<file path="src/rtl/l2_cacheline_adapter.sv">
// l2_cacheline_adapter: turns whole-line L2 read/write requests into n_beats-beat memory bursts
// and returns a single-cycle line_resp once the last beat has been transferred.
module l2_cacheline_adapter #(
  parameter int s_line  = 256,
  parameter int s_burst = 64,
  parameter int n_beats = s_line / s_burst
) (
  input  logic               clk,
  input  logic               reset,
  input  logic               line_read,
  input  logic               line_write,
  input  logic [31:0]        line_address,
  input  logic [s_line-1:0]  line_wdata,
  output logic [s_line-1:0]  line_rdata,
  output logic               line_resp,
  output logic [31:0]        burst_address,
  output logic               burst_read,
  output logic               burst_write,
  output logic [s_burst-1:0] burst_wdata,
  input  logic [s_burst-1:0] burst_rdata,
  input  logic               burst_resp
);
  localparam int cw = $clog2(n_beats);
  localparam int ab = $clog2(s_line / 8);
  typedef enum logic [1:0] {IDLE, READ, WRITE, DONE} state_t;
  state_t            r_state;
  logic [cw-1:0]     r_cnt;
  logic [31:0]       r_addr;
  logic [s_line-1:0] r_wbuf;
  logic [s_line-1:0] r_rdata;
  logic              w_last;
  logic              w_unused;
  assign w_last   = burst_resp && (r_cnt == cw'(n_beats - 1));
  assign w_unused = ^line_address[ab-1:0];
  always_ff @(posedge clk) begin
    if (reset) begin
      r_state <= IDLE;
      r_cnt   <= '0;
      r_addr  <= '0;
      r_wbuf  <= '0;
      r_rdata <= '0;
    end else begin
      case (r_state)
        IDLE: if (line_write || line_read) begin
          r_addr  <= {line_address[31:ab], {ab{1'b0}}};
          r_cnt   <= '0;
          r_state <= line_write ? WRITE : READ;
          if (line_write) r_wbuf <= line_wdata;
        end
        READ: if (burst_resp) begin
          r_rdata[r_cnt*s_burst +: s_burst] <= burst_rdata;
          r_cnt <= r_cnt + 1'b1;
          if (w_last) r_state <= DONE;
        end
        WRITE: if (burst_resp) begin
          r_cnt <= r_cnt + 1'b1;
          if (w_last) r_state <= DONE;
        end
        default: r_state <= IDLE;
      endcase
    end
  end
  assign burst_read    = r_state == READ;
  assign burst_write   = r_state == WRITE;
  assign line_resp     = r_state == DONE;
  assign burst_address = r_addr;
  assign line_rdata    = r_rdata;
  assign burst_wdata   = burst_write ? r_wbuf[r_cnt*s_burst +: s_burst] : '0;
endmodule
</file>
<file path="config.mk">
export PLATFORM = sky130hd
export DESIGN_NAME = l2_cacheline_adapter
export DESIGN_NICKNAME = d
export VERILOG_FILES = /design/src/rtl/l2_cacheline_adapter.sv
export SDC_FILE = /design/constraint.sdc
export NUM_CORES = 1
export LEC_CHECK = 0
export ABC_AREA = 1
export BUFFER_PORTS_ARGS = -buffer_cell sky130_fd_sc_hd__buf_2
export CAP_MARGIN = 10
export CORE_AREA = 2 2 276 278
export DETAILED_ROUTE_END_ITERATION = 12
export DIE_AREA = 0 0 278 280
export GPL_ROUTABILITY_DRIVEN = 0
export MAX_ROUTING_LAYER = met4
export SLEW_MARGIN = 10
export SYNTH_ARGS = -nofsm -noshare
export SYNTH_HDL_FRONTEND = slang
export SYNTH_SLANG_ARGS = --single-unit
</file>
<file path="constraint.sdc">
create_clock -name clk -period 3.2 [get_ports clk]
set_clock_uncertainty 0.2 [all_clocks]
set_input_delay 0.32 -clock clk [delete_from_list [all_inputs] [get_ports clk]]
set_output_delay 0.32 -clock clk [all_outputs]
set_load 0.05 [all_outputs]
</file>
* Yosys cells after proc, flatten, opt, wreduce, memory -nomap -nowiden
Cells that the tools add are included.
** Operators by class
- Shift-type cells :: 3
- Mux-type cells :: 10
- Multiply operators :: 0
- Equal/unequal tests :: 7
- Bitwise logic cells :: 0
- Divide/modulo/power cells :: 0
- Reductions and logical operators :: 10
- $add $sub $neg :: 2
- Order comparisons :: 0
** Operator list (count)
- $bwmux W256 :: 1
- $shift A64 B34 Y256 const A :: 1
- $shiftx A256 B9 Y64 :: 1
- $shiftx A64 B34 Y256 :: 1
- $mux W64 :: 1
- $neg A8 Y34 :: 1
- $mux W2 :: 6
- $reduce_and A3 Y1 :: 3
- $pmux W2 S2 :: 2
- $eq A2 B2 Y1 const B :: 3
- $ne A2 B1 Y1 const B :: 2
- $reduce_and A2 Y1 :: 2
- $add A2 B1 Y2 const B :: 1
- $eq A2 B1 Y1 const B :: 1
- $logic_not A2 Y1 :: 1
- $ne A2 B2 Y1 const B :: 1
- $reduce_bool A2 Y1 :: 1
- $reduce_or A2 Y1 :: 1
- $logic_and A1 B1 Y1 :: 1
- $logic_or A1 B1 Y1 :: 1
** Storage, ports and cells
- RAM bits :: 0
- Register bits :: 543
- Output and inout port bits :: 355
- Bits in read-only memories :: 0
- Memories kept :: 0
- Bits in latches :: 0

* Logic depth before layout (Yosys ltp)
Gate-level depths: netlist of the first run.
- Depth after elaboration :: 5
- Mapped depth :: 12
- Depth with buffers taken out :: 7

* Worst setup path before layout of the first run
Ideal clock, no wire load.
- Path kind :: register to output
- From :: register r_state[0]
- To :: output port burst_wdata[10]
- Required time :: 2.680 ns
- Arrival :: 2.077 ns
- Cell stages (with the launch flop) :: 6
- Buffers on the path :: 1
- Path slack :: 0.603 ns
- Cell sequence :: dfxtp_1 inv_1 ha_1 inv_2 clkbuf_1 a21oi_1
** Between the ends
- Longest elaborated chain between the ends :: 2
** Ends and longest elaborated chain
- from (decl) :: RTL line 26 : state_t r_state;
- from (signal assigned) :: RTL line 47 : r_state <= line_write ? WRITE : READ;
- $eq A2 B2 Y1 :: RTL line 64 : assign burst_write = r_state == WRITE;
- via burst_write :: RTL line 18 : output logic burst_write,
- $mux W64 :: RTL line 68 : assign burst_wdata = burst_write ? r_wbuf[r_cnt*s_burst +: s_burst] : '0;
- to (decl) :: RTL line 19 : output logic [s_burst-1:0] burst_wdata,
The timed path passes the listed nets, and every way through them passes these cells.

* Final worst setup path of the first run
- From :: register r_cnt[0]
- To :: output port burst_wdata[32]
** Between the ends
- Longest elaborated chain between the ends :: 2
** Ends and longest elaborated chain
- from (decl) :: RTL line 27 : logic [cw-1:0] r_cnt;
- from (signal assigned) :: RTL line 52 : r_cnt <= r_cnt + 1'b1;
- from (signal assigned) :: RTL line 56 : r_cnt <= r_cnt + 1'b1;
- $shiftx A256 B9 Y64 :: RTL line 68
- $mux W64 :: RTL line 68
Every way passes these cells.

==> impl_metrics.prom, run 1 <==
# TYPE chip_impl_metric gauge
chip_impl_info{name="result_of_the_run",value="finished, final reports clean"} 1
chip_impl_info{name="cell_accounting_for_the_most_synthesized_area",value="sky130_fd_sc_hd__dfxtp_1"} 1
chip_impl_metric{name="final_max_slew_viol_count",unit=""} 0
chip_impl_metric{name="final_layout_size_suffix_gt1_share",unit="%"} 21.05
chip_impl_metric{name="detailedRoute.firstPassIterationCount",unit=""} 5
chip_impl_metric{name="number_of_clock_buffers_inserted_by_tritoncts",unit=""} 60
chip_impl_metric{name="grt_util_met1",unit="%"} 25.86
chip_impl_metric{name="clk_pin_slew",unit="ns"} 0.06
chip_impl_metric{name="grt_antenna_before_repair",unit=""} 10
chip_impl_metric{name="global_route.usage.met2",unit="%"} 37.40
chip_impl_info{name="min-delay-path-class",value="flop to flop"} 1
chip_impl_metric{name="netlist-cell-type-count",unit=""} 24
chip_impl_metric{name="share_of_the_synthesized_area_in_the_top_cell_type",unit="%"} 49.03
chip_impl_metric{name="vias",unit=""} 24370
chip_impl_metric{name="ys_seq_elements",unit=""} 543
chip_impl_metric{name="dp_hpwl",unit="µm"} 55500
chip_impl_metric{name="crit_path_max_fanout",unit=""} 91
chip_impl_info{name="most_area_consuming_cells_after_synthesis",value="sky130_fd_sc_hd__dfxtp_1, sky130_fd_sc_hd__nor2_1, sky130_fd_sc_hd__o21ai_0"} 1
chip_impl_metric{name="via_to_cell_ratio",unit=""} 4.793
chip_impl_metric{name="io_buffer_count",unit=""} 701
chip_impl_metric{name="fp-row-count",unit=""} 101
chip_impl_metric{name="final.fill_count",unit=""} 7695
chip_impl_metric{name="period_share",unit="%"} 95.53
chip_impl_metric{name="period_minus_slack",unit="ns"} 3.057
chip_impl_metric{name="number_of_global_route_vias_before_repair",unit=""} 23540
chip_impl_metric{name="globalRouteMet3Util",unit="%"} 3.747
chip_impl_metric{name="power.density_cell_area",unit="nW/µm²"} 745.7
chip_impl_info{name="crit_path_end_kind",value="primary output"} 1
chip_impl_metric{name="worst_ir_drop_vdd",unit="mV"} 0.4521
chip_impl_metric{name="total_wirelength_of_the_detailed_routed_design",unit="µm"} 88060
chip_impl_metric{name="syn_area_per_cell",unit="µm²"} 7.092
chip_impl_metric{name="die-width",unit="µm"} 278
chip_impl_metric{name="ant_nets",unit=""} 0
chip_impl_metric{name="clk_latency",unit="ns"} 0.61
chip_impl_info{name="gr-max-usage-layer",value="met2"} 1
chip_impl_info{name="start_kind",value="flop"} 1
chip_impl_metric{name="groute.usage.overall",unit="%"} 22.11
chip_impl_metric{name="fin_nets",unit=""} 4416
chip_impl_metric{name="synthesized_cell_area",unit="µm²"} 22170
chip_impl_metric{name="detail_route.wl_per_cell",unit="µm"} 17.32
chip_impl_metric{name="syn_to_final_growth",unit="%"} 44.28
chip_impl_info{name="clk_root_buffer_cell",value="sky130_fd_sc_hd__clkbuf_16"} 1
chip_impl_info{name="most_common_cell_after_layout_fill_and_taps_aside",value="sky130_fd_sc_hd__nor2_1"} 1
chip_impl_metric{name="seq_area_frac_synth",unit="%"} 49.03
chip_impl_metric{name="die_area",unit="µm²"} 77840
chip_impl_metric{name="worst-r2r-cell-count",unit=""} 8
chip_impl_metric{name="cts_max_level",unit=""} 2
chip_impl_metric{name="clock_sinks",unit=""} 543
chip_impl_metric{name="synth_warnings",unit=""} 0
chip_impl_metric{name="post_cts.repair.setup_buffers",unit=""} 0
chip_impl_metric{name="worstMarginPinSlew",unit="ns"} 1.141
chip_impl_metric{name="dr_drc_count",unit=""} 0
chip_impl_metric{name="place_area",unit="µm²"} 26340
chip_impl_metric{name="io_pins",unit=""} 712
chip_impl_metric{name="core_region_area",unit="µm²"} 75190
chip_impl_metric{name="synth_cells",unit=""} 3126
chip_impl_metric{name="grt_start_max_net_pins",unit=""} 202
chip_impl_metric{name="maxCapViolations",unit=""} 0
chip_impl_metric{name="whs",unit="ns"} 0.2587
chip_impl_metric{name="report.final.setup_viol",unit=""} 0
chip_impl_info{name="tritoncts",value="done"} 1
chip_impl_metric{name="achievable_clock_frequency",unit="MHz"} 327.1
chip_impl_metric{name="die_h",unit="µm"} 280
chip_impl_metric{name="timing.final.ws_setup",unit="ns"} 0.1431
chip_impl_metric{name="clock_tree_buffer_depth",unit=""} 3
chip_impl_metric{name="worst_ep_required_time",unit="ns"} 2.68
chip_impl_metric{name="dr.first_iter.drc_count",unit=""} 1647
chip_impl_metric{name="total_leakage_power",unit="nW"} 13.81
chip_impl_metric{name="worst_hold_path.num_cells",unit=""} 2
chip_impl_metric{name="timing.slew.headroom",unit="%"} 23.92
chip_impl_info{name="critPathKind",value="flop to primary output"} 1
chip_impl_metric{name="stdcell_area",unit="µm²"} 31990
chip_impl_metric{name="global_route_wire_length_before_repair",unit="µm"} 132900
chip_impl_metric{name="critPathArrivalTime",unit="ns"} 2.54
chip_impl_metric{name="detailedPlace.worstSlack",unit="ns"} 0.5610
chip_impl_metric{name="initial_core_util",unit="%"} 29.48
chip_impl_metric{name="timing.final.hold_violations",unit=""} 0
chip_impl_info{name="most-common-layout-cells",value="sky130_fd_sc_hd__nor2_1, sky130_fd_sc_hd__buf_2, sky130_fd_sc_hd__dfxtp_1"} 1
chip_impl_metric{name="grt_overflow",unit=""} 0
[worst paths after layout]
path              startpoint              end  slack, ns
max reg2reg       r_state[1]   line_rdata[12]       0.28
min reg2reg  line_rdata[121]  line_rdata[121]       0.26
max                 r_cnt[0]  burst_wdata[32]       0.14
min          line_rdata[121]  line_rdata[121]       0.26
[area by class of cell]
class / instances / area, µm² / share of cell area (%)
Tap cell: 978 / 1224 / 3.826
Multi-Input combinational cell: 2251 / 9833 / 30.74
Clock buffer: 93 / 1829 / 5.719
Antenna cell: 10 / 25.02 / 0.07823
Timing Repair Buffer: 1112 / 7752 / 24.24
Inverter: 80 / 317.8 / 0.9936
Clock inverter: 16 / 128.9 / 0.4029
Sequential cell: 543 / 10880 / 34.00
[logic make-up (layout without fill, tap and decap cells)]
family	after synthesis	count (layout)	synth area share, %
flops	543	543	49.03
fa+ha+maj	11	11	0.6208
other cells	1	15	0.01692
compound gates	737	737	16.66
simple gates	1498	1498	26.71
buf+inv	336	1301	6.959
[synthesized netlist by cell type]
cell	instances
sky130_fd_sc_hd__ha_1	11
sky130_fd_sc_hd__a21oi_1	324
sky130_fd_sc_hd__dfxtp_1	543
sky130_fd_sc_hd__nor2_1	879
sky130_fd_sc_hd__buf_1	13
sky130_fd_sc_hd__o21ai_2	1
sky130_fd_sc_hd__buf_2	90
sky130_fd_sc_hd__nor2_4	2
sky130_fd_sc_hd__inv_1	74
sky130_fd_sc_hd__o21ai_1	6
sky130_fd_sc_hd__nand3_1	114
sky130_fd_sc_hd__nor2_2	2
sky130_fd_sc_hd__clkinv_1	1
sky130_fd_sc_hd__buf_6	19
sky130_fd_sc_hd__o21ai_0	406
sky130_fd_sc_hd__nand3b_1	17
sky130_fd_sc_hd__buf_4	7
sky130_fd_sc_hd__nor3_1	46
sky130_fd_sc_hd__nand2_2	1
sky130_fd_sc_hd__nor3_4	1
sky130_fd_sc_hd__conb_1	1
sky130_fd_sc_hd__inv_2	5
sky130_fd_sc_hd__clkbuf_1	127
sky130_fd_sc_hd__nand2_1	436
[metal layers]
metal | share of wire [%] | vias to the layer above
met1 | 42 | 11340
met3 | 6.3 | 204
met5 | 0 | -
met2 | 47 | 870
met4 | 4.3 | 0
li1 | - | 11950
[state kept, by name, summed over array words and instances, names as in the netlist]
signal	cells
line_rdata	256
r_wbuf	256
burst_address	27
r_cnt	2
r_state	2
[critical path, stage by stage, from the launching register on]
cell	delay [ns]
sky130_fd_sc_hd__dfxtp_4	0.39
sky130_fd_sc_hd__buf_12	0.40
sky130_fd_sc_hd__nor2_1	0.10
sky130_fd_sc_hd__nor2_1	0.09
sky130_fd_sc_hd__o21ai_0	0.08
sky130_fd_sc_hd__a21oi_1	0.44
sky130_fd_sc_hd__buf_2	0.36
[repair_timing]
action	4_1_cts	5_1_grt
endpoints found under the setup margin	0	15
hold buffers	365	0
endpoints found under the hold margin	537	0
resized for setup	0	3
[power by group]
group          switching (W)  internal, W
combinational        0.00621      0.00248
sequential          0.000495      0.00776
clock                0.00292      0.00399
[through the flow]
stage | cells | total power (W) | setup TNS [ns] | util, %
after floorplan | 3130 | 0.01422 | 0 | -
after global placement | 4599 | 0.01661 | 0 | 35.03
after detailed placement | 4599 | 0.01667 | 0 | 35.03
after CTS | 5073 | 0.02399 | 0 | 42.49
after global routing | 5083 | 0.02518 | -0.003016 | 42.54
final | 5083 | 0.02385 | 0 | 42.54
Note: power is estimated with default switching activity, not from simulation.
==> run 2: changes to the inputs <==
--- a/constraint.sdc
+++ b/constraint.sdc
@@ -4,2 +4,2 @@
 set_output_delay 0.32 -clock clk [all_outputs]
-set_load 0.05 [all_outputs]
+set_load 0.02 [all_outputs]
==> impl_metrics.prom, run 2 (synthesized netlist as in run 1, its figures left out) <==
# TYPE chip_impl_metric gauge
chip_impl_metric{name="clk_pin_slew",unit="ns"} 0.06
chip_impl_metric{name="dr_drc_count",unit=""} 0
chip_impl_metric{name="worstMarginPinSlew",unit="ns"} 1.074
chip_impl_info{name="critPathKind",value="flop to primary output"} 1
chip_impl_metric{name="vias",unit=""} 24250
chip_impl_metric{name="final.fill_count",unit=""} 7665
chip_impl_metric{name="crit_path_max_fanout",unit=""} 59
chip_impl_metric{name="total_leakage_power",unit="nW"} 13.80
chip_impl_metric{name="syn_to_final_growth",unit="%"} 44.22
chip_impl_metric{name="critPathArrivalTime",unit="ns"} 2.49
chip_impl_metric{name="final.setup.tns",unit="ns"} 0
chip_impl_metric{name="worst_ep_required_time",unit="ns"} 2.68
chip_impl_metric{name="final_layout_size_suffix_gt1_share",unit="%"} 21.34
chip_impl_metric{name="post_cts.repair.setup_buffers",unit=""} 0
chip_impl_metric{name="grt_overflow",unit=""} 0
chip_impl_metric{name="worst_ir_drop_vdd",unit="mV"} 0.4956
chip_impl_metric{name="clock_tree_buffer_depth",unit=""} 3
chip_impl_metric{name="ant_nets",unit=""} 0
chip_impl_info{name="min-delay-path-class",value="input pin to flop"} 1
chip_impl_metric{name="period_share",unit="%"} 93.92
chip_impl_metric{name="total_wirelength_of_the_detailed_routed_design",unit="µm"} 87970
chip_impl_metric{name="place_area",unit="µm²"} 26370
chip_impl_metric{name="fin_nets",unit=""} 4403
chip_impl_metric{name="clk_latency",unit="ns"} 0.62
chip_impl_metric{name="fp-row-count",unit=""} 101
chip_impl_metric{name="whs",unit="ns"} 0.06862
chip_impl_metric{name="core_region_area",unit="µm²"} 75190
chip_impl_metric{name="timing.final.ws_setup",unit="ns"} 0.1944
chip_impl_info{name="most-common-layout-cells",value="sky130_fd_sc_hd__nor2_1, sky130_fd_sc_hd__buf_2, sky130_fd_sc_hd__dfxtp_1"} 1
chip_impl_info{name="crit_path_end_kind",value="primary output"} 1
chip_impl_info{name="clk_root_buffer_cell",value="sky130_fd_sc_hd__clkbuf_16"} 1
chip_impl_metric{name="dr.first_iter.drc_count",unit=""} 1625
chip_impl_metric{name="grt_start_max_net_pins",unit=""} 185
chip_impl_metric{name="die_h",unit="µm"} 280
chip_impl_info{name="most_common_cell_after_layout_fill_and_taps_aside",value="sky130_fd_sc_hd__nor2_1"} 1
chip_impl_metric{name="groute.usage.overall",unit="%"} 22.00
chip_impl_metric{name="number_of_global_route_vias_before_repair",unit=""} 23320
chip_impl_metric{name="io_buffer_count",unit=""} 701
chip_impl_info{name="tritoncts",value="done"} 1
chip_impl_info{name="critical_path.slowest_cell",value="sky130_fd_sc_hd__dfxtp_4"} 1
chip_impl_metric{name="io_pins",unit=""} 712
chip_impl_metric{name="achievable_clock_frequency",unit="MHz"} 332.7
chip_impl_metric{name="stdcell_area",unit="µm²"} 31970
chip_impl_metric{name="initial_core_util",unit="%"} 29.48
chip_impl_metric{name="cp_slowest_stage_delay",unit="ns"} 0.38
chip_impl_metric{name="die_area",unit="µm²"} 77840
chip_impl_metric{name="dp_hpwl",unit="µm"} 55740
chip_impl_metric{name="dp_cells",unit=""} 4601
chip_impl_metric{name="final_max_slew_viol_count",unit=""} 0
chip_impl_metric{name="power.density_cell_area",unit="nW/µm²"} 730.0
chip_impl_metric{name="finalNonFillerCells",unit=""} 5070
chip_impl_metric{name="detailedRoute.firstPassIterationCount",unit=""} 5
chip_impl_info{name="rsz0062_at_grt",value="false"} 1
chip_impl_metric{name="grt_antenna_before_repair",unit=""} 6
chip_impl_metric{name="maxCapViolations",unit=""} 0
chip_impl_metric{name="via_to_cell_ratio",unit=""} 4.784
chip_impl_metric{name="report.final.setup_viol",unit=""} 0
chip_impl_metric{name="detail_route.wl_per_cell",unit="µm"} 17.35
chip_impl_info{name="path_cells",value="inv_6 > buf_12 > buf_4 > o21ai_0 > a21oi_1 > buf_2"} 1
chip_impl_metric{name="timing.slew.headroom",unit="%"} 28.43
chip_impl_metric{name="detailedPlace.worstSlack",unit="ns"} 0.7208
chip_impl_metric{name="cts_max_level",unit=""} 2
chip_impl_metric{name="number_of_clock_buffers_inserted_by_tritoncts",unit=""} 60
chip_impl_info{name="start_kind",value="flop"} 1
chip_impl_metric{name="clock_sinks",unit=""} 543
chip_impl_info{name="result_of_the_run",value="finished, final reports clean"} 1
chip_impl_metric{name="global_route_wire_length_before_repair",unit="µm"} 132200
chip_impl_metric{name="period_minus_slack",unit="ns"} 3.006
chip_impl_metric{name="timing.final.hold_violations",unit=""} 0
chip_impl_metric{name="die-width",unit="µm"} 278
run 2: cell types whose count changed in the layout (fill, tap and decap cells not counted), sizes merged:
cell	before	now
dlygate4sd3	365	350
bufinv	1	6
clkbuf	94	89
clkinv	12	16
diode	10	6
buf	746	748
run 2: through the flow:
stage / utilization (%) / total power (W)
after floorplan: - / 0.01337
after global placement: 35.06 / 0.01578
after detailed placement: 35.06 / 0.01584
after CTS: 42.50 / 0.02350
after global routing: 42.52 / 0.02474
final: 42.52 / 0.02334
run 2: metal layers:
metal	vias up	track usage, %	share of wire [%]
met5	-	-	0
met4	0	8.593	3.9
met3	183	4.039	6.7
met2	922	37.36	48
met1	11240	25.78	41
li1	11910	-	-
run 2: worst paths after layout:
check | from | end | slack [ns] | cells past startpoint
setup / recovery | r_cnt[0] | burst_wdata[3] | 0.19 | 6
hold reg to reg | line_rdata[25] | line_rdata[25] | 0.26 | 2
hold / removal | reset | line_rdata[199] | 0.07 | 2
setup reg to reg | r_state[1] | line_rdata[171] | 0.71 | 7
run 2: power breakdown:
group	switching [W]	internal, W
combinational	0.00533	0.00247
clock	0.00292	0.00435
sequential	0.000508	0.00776
total	0.00876	0.0146
run 2: critical path, delay by kind of cell (launching register included):
family                 cells  cell delay [ns]
buffers and inverters      4             1.07
AOI/OAI and AO/OA          2             0.36
DFF                        1             0.38
run 2: repair_timing:
action | in CTS | in global routing
resized for setup | 0 | 0
endpoints found under the hold margin | 539 | 0
hold buffers | 350 | 0
run 2: layout make-up:
| type | instances | area (µm²) | share of cell area [%] |
|---|---|---|---|
| clock inverters | 25 | 299.0 | 0.9353 |
| well taps | 978 | 1224 | 3.827 |
| flip-flops and latches | 543 | 10880 | 34.02 |
| clock buffers | 88 | 1789 | 5.596 |
| inverters | 80 | 317.8 | 0.9940 |
| diodes | 6 | 15.01 | 0.04696 |
| repair buffers | 1099 | 7619 | 23.83 |
| multi-input cells | 2251 | 9833 | 30.76 |
